## config.mk

```make
export PLATFORM = sky130hd
export DESIGN_NAME = box_drawer
export DESIGN_NICKNAME = d
export VERILOG_FILES = /design/src/rtl/box_drawer.sv
export SDC_FILE = /design/constraint.sdc
export NUM_CORES = 1
export LEC_CHECK = 0
export BUFFER_PORTS_ARGS = -buffer_cell sky130_fd_sc_hd__buf_2
export CORE_MARGIN = 1
export CORE_UTILIZATION = 59
export DETAILED_ROUTE_END_ITERATION = 12
export GPL_ROUTABILITY_DRIVEN = 0
export PLACE_DENSITY = 0.79
export SLEW_MARGIN = 30
export SYNTH_ARGS = -nofsm -noshare
export SYNTH_HDL_FRONTEND = slang
export SYNTH_SLANG_ARGS = --single-unit
```

## constraint.sdc

```tcl
create_clock -name clk -period 3.52 [get_ports clk]
set_input_delay 0.176 -clock clk [delete_from_list [all_inputs] [get_ports clk]]
set_output_delay 0.176 -clock clk [all_outputs]
set_load 0.01 [all_outputs]
```

## src/rtl/box_drawer.sv

```systemverilog
// Filled-rectangle renderer: queues box requests in a small FIFO and scans each box
// row-major, emitting one registered pixel per cycle to the VGA adapter.
module box_drawer #(
   parameter int unsigned BOX_W      = 4,
   parameter int unsigned BOX_H      = 4,
   parameter int unsigned FIFO_DEPTH = 4
) (
   input  logic       clk,
   input  logic       reset,
   input  logic       req_valid,
   input  logic [7:0] req_x,
   input  logic [6:0] req_y,
   input  logic [2:0] req_colour,
   output logic       req_ready,
   output logic       plot,
   output logic [7:0] vga_x,
   output logic [6:0] vga_y,
   output logic [2:0] vga_colour,
   output logic       box_done,
   output logic       busy
);

   localparam int unsigned PtrW = $clog2(FIFO_DEPTH);
   localparam int unsigned CntW = PtrW + 1;

   typedef enum logic [1:0] {StIdle, StDraw, StDone} state_e;

   state_e          state_q;
   logic [17:0]     mem_q [FIFO_DEPTH];
   logic [PtrW-1:0] wr_ptr_q, rd_ptr_q;
   logic [CntW-1:0] count_q;
   logic [7:0]      base_x_q;
   logic [6:0]      base_y_q;
   logic [3:0]      col_q, row_q;

   logic       push, pop;
   logic [7:0] head_x;
   logic [6:0] head_y;
   logic [2:0] head_c;
   logic       last_col, last_row;
   logic [3:0] col_nxt, row_nxt;

   // Ready looks only at the registered count, so a same-cycle pop never frees a slot.
   assign req_ready = (count_q < CntW'(FIFO_DEPTH)) && !reset;
   assign push      = req_valid && req_ready;
   assign pop       = (state_q != StDraw) && (count_q != '0);
   assign {head_x, head_y, head_c} = mem_q[rd_ptr_q];
   assign busy      = (state_q != StIdle) || (count_q != '0);

   assign last_col = (col_q == 4'(BOX_W - 1));
   assign last_row = (row_q == 4'(BOX_H - 1));
   assign col_nxt  = last_col ? 4'd0 : col_q + 4'd1;
   assign row_nxt  = last_col ? row_q + 4'd1 : row_q;

   always_ff @(posedge clk) begin
      if (push) begin
         mem_q[wr_ptr_q] <= {req_x, req_y, req_colour};
      end
   end

   always_ff @(posedge clk) begin
      if (reset) begin
         wr_ptr_q <= '0;
         rd_ptr_q <= '0;
         count_q  <= '0;
      end else begin
         if (push) wr_ptr_q <= wr_ptr_q + 1'b1;
         if (pop)  rd_ptr_q <= rd_ptr_q + 1'b1;
         unique case ({push, pop})
            2'b10:   count_q <= count_q + 1'b1;
            2'b01:   count_q <= count_q - 1'b1;
            default: count_q <= count_q;
         endcase
      end
   end

   always_ff @(posedge clk) begin
      if (reset) begin
         state_q    <= StIdle;
         base_x_q   <= '0;
         base_y_q   <= '0;
         col_q      <= '0;
         row_q      <= '0;
         plot       <= 1'b0;
         vga_x      <= '0;
         vga_y      <= '0;
         vga_colour <= '0;
         box_done   <= 1'b0;
      end else begin
         box_done <= 1'b0;
         unique case (state_q)
            StIdle, StDone: begin
               if (pop) begin
                  // The first pixel is the head entry itself, presented on the next cycle.
                  state_q    <= StDraw;
                  base_x_q   <= head_x;
                  base_y_q   <= head_y;
                  col_q      <= '0;
                  row_q      <= '0;
                  plot       <= 1'b1;
                  vga_x      <= head_x;
                  vga_y      <= head_y;
                  vga_colour <= head_c;
               end else begin
                  state_q <= StIdle;
                  plot    <= 1'b0;
               end
            end
            StDraw: begin
               if (last_col && last_row) begin
                  state_q  <= StDone;
                  plot     <= 1'b0;
                  box_done <= 1'b1;
               end else begin
                  col_q <= col_nxt;
                  row_q <= row_nxt;
                  plot  <= 1'b1;
                  vga_x <= base_x_q + 8'(col_nxt);
                  vga_y <= base_y_q + 7'(row_nxt);
               end
            end
            default: begin
               state_q <= StIdle;
               plot    <= 1'b0;
            end
         endcase
      end
   end

endmodule
```

==> results.md <==
* Syn Nets at approximately 450
* Area leader, netlist: edfxtp_1
* # IOs at between 40 and 50
* CTS root buffer: clkbuf_8
* Slew Viols, Final at 0
* Post-DR wirelength/cell at about 18 um
* Count of different cell masters after synthesis at 55
* CORE AREA at roughly 8700 sq um
* Final worst setup slack at 0.563 ns
* LEAKAGE at 2.41 nW
* CTS tree: done
* Die H at 97.1 um
* Fin util at between 70% and 80%
* Crit path required time at 3.96 ns
* DP HPWL at about 6600 um
* Met3 usage at 6.26%
* Die ar. at approximately 9400 sq um
* Yosys top cell area share at about two fifths
* Overflow left after global routing at 0
* Maxcap violations at 0
* Synth top area cells: edfxtp_1 (41%), dfxtp_1 (20%), mux4_2 (7.6%)
* Hold Crit Class: primary input to flip-flop
* Initial antenna violation count at 0
* Max IR drop VDD at around 0.40 mV
* Row count at 34
* Post-synthesis cell area at roughly 5300 sq um
* Layout Nets at 517
* H-tree depth at 4
* R2R setup slack at 0.56 ns
* Slew margin rel. at 37.8%
* Tot GR Track Use at ~25%
* Avg Synthesized Cell Area at 12.9 sq um
* Die Width at 97.1 um
* Port Buf Inserts at 42
* Initial DRT Pass Iterations at 5
* Period utilization at 84.0%
* Final min period at roughly 3.0 ns
* Clk_skew at between 0.01 and 0.015 ns
* Clock tree buffer depth at 2
* Worst-Skew Late Latency at 0.53 ns
* Pwr Total at slightly above 5 mW
* First-pass GRT wire length at 18100 um
* Yosys reg bits at 126
* Sum of negative setup slack at 0 ns
* Post-Route WL at 11100 um
* Vias/cell at 5.94
* CP arrival at around 3.4 ns
* Starting density of the core at 61.2%
* Clock transition at path regs at 0.06 ns
* Setup CP Type: flip-flop to flip-flop
* Pin count of the biggest net entering global routing at 54
* Grt met2 use at around 43%
* DR vias at 3563
* Fmax at 338 MHz
* # clock sinks at 126
* Count leader, synth: edfxtp_1
* Synth Flop Type: edfxtp_1
* Count of final setup violators at 0
* Worst setup EP type: flip-flop
* RSZ-0062 raised after global routing: false
* Diodes inserted at 0
* Synth top cells by count: edfxtp_1 (72), nand2_1 (61), dfxtp_1 (54)
* Cell count after synthesis at a little over 400
* CP max FO at 10
* Setup WS pre-CTS at 0.614 ns
* Top Usage Layer GRT: met2
* EDFF count, synth at 72
* Hold Violations, Final at 0
* Area delta synth->final at 18.9%
* Startpoint class of the critical path: flip-flop
* PD cells at about 810 nW/um^2
* Setup repair bufs after CTS at 0
* Status: finished, final reports clean
* Layout cells sized above 1 at 21.5%
* # DRC at 0
* First DRT Iteration DRCs at between 200 and 250
* Post-synth ARST share at 0%
* Total of warnings raised by yosys at 0
* DRT antenna net count at 0
* CTS buffer count at 17
* Met1 Usage GRT at a little under a third
* Hold Worst Slack at between 0.1 and 0.15 ns
* Vias in the first global route at 3594
* Seq/Total Area, Yosys at 60.8%
* Worst slew pin tran at between 0.9 and 1 ns
## state kept, by name (all words and copies together) (netlist names), 2 cells and up, named ones only
signal / count
mem_q: 72
vga_x: 8
vga_y: 7
vga_colour: 3
wr_ptr_q: 2
row_q: 4
col_q: 4
state_q: 2
base_x_q: 8
base_y_q: 7
rd_ptr_q: 2
count_q: 3
## what timing repair did
action / 4_1_cts / 5_1_grt
endpoints found under the setup margin: 0 / 0
gates resized for setup: 0 / 0
hold endpoints to repair: 72 / 0
hold buffers: 18 / 0
## layer usage
metal / wire length (um) / share of wire [%]
met1: 4580 / 41
met2: 5720 / 52
met3: 607 / 5.5
met4: 179 / 1.6
met5: 0 / 0
## stage by stage
step                instance area [sq um]  cells
floorplan                            5340    415
global placement                     5600    550
detailed placement                   5600    550
CTS                                  6340    600
global route                         6350    600
finish                               6350    600
## cell type report
cell class | count | area [sq um]
timing repair buffer | 66 | 435
fill | 550 | 2370
sequential | 126 | 3240
clock inverter | 15 | 145
tap | 108 | 135
clock buffer | 17 | 414
inverter | 10 | 37.5
multi-input combinational | 258 | 1940
## final timing paths
kind	from	end	depth (start not counted)
worst max-delay path	col_q[0]$_SDFFE_PP0P_	vga_y[6]$_SDFFE_PP0P_	9
worst min-delay path	req_valid	wr_ptr_q[1]$_SDFFE_PP0P_	3
worst max register to register	col_q[0]$_SDFFE_PP0P_	vga_y[6]$_SDFFE_PP0P_	9
worst min register to register	vga_y[5]$_SDFFE_PP0P_	vga_y[5]$_SDFFE_PP0P_	2
## cell usage in the layout, fill, tap and decap left out, types with 7 or more instances in the layout
master / count
dfxtp_1: 54
inv_1: 10
nor3_1: 7
mux4_2: 18
ha_1: 14
dlygate4sd3_1: 18
xnor2_1: 8
nand2_1: 61
edfxtp_1: 72
o21ai_0: 9
nor2_1: 28
buf_2: 42
a21oi_1: 33
clkbuf_16: 16
xor2_1: 7
## cells by family after synthesis
| group | after synthesis | share of synthesized area [%] |
|---|---|---|
| simple gates | 128 | 11.3 |
| flops | 126 | 60.8 |
| compound gates | 74 | 9.03 |
| buf+inv | 31 | 3.02 |
| mux | 21 | 8.18 |
| fa+ha+maj | 19 | 4.81 |
| xor+xnor | 16 | 2.88 |
## power by group
part           internal (mW)  switching (mW)  total (mW)
Sequential              1.80           0.185        1.99
Clock                   1.00           0.641        1.64
Combinational          0.612           0.903        1.52
## critical path, cell delays in order, from the launching register on
cell	delay (ns)
dfxtp_1	0.41
ha_1	0.25
nor3b_4	0.42
mux2_2	0.43
fa_1	0.44
a21o_1	0.21
o21ai_0	0.20
xor2_1	0.10
a211o_1	0.29
a21oi_1	0.13
Note: power is estimated with default switching activity, not from simulation.
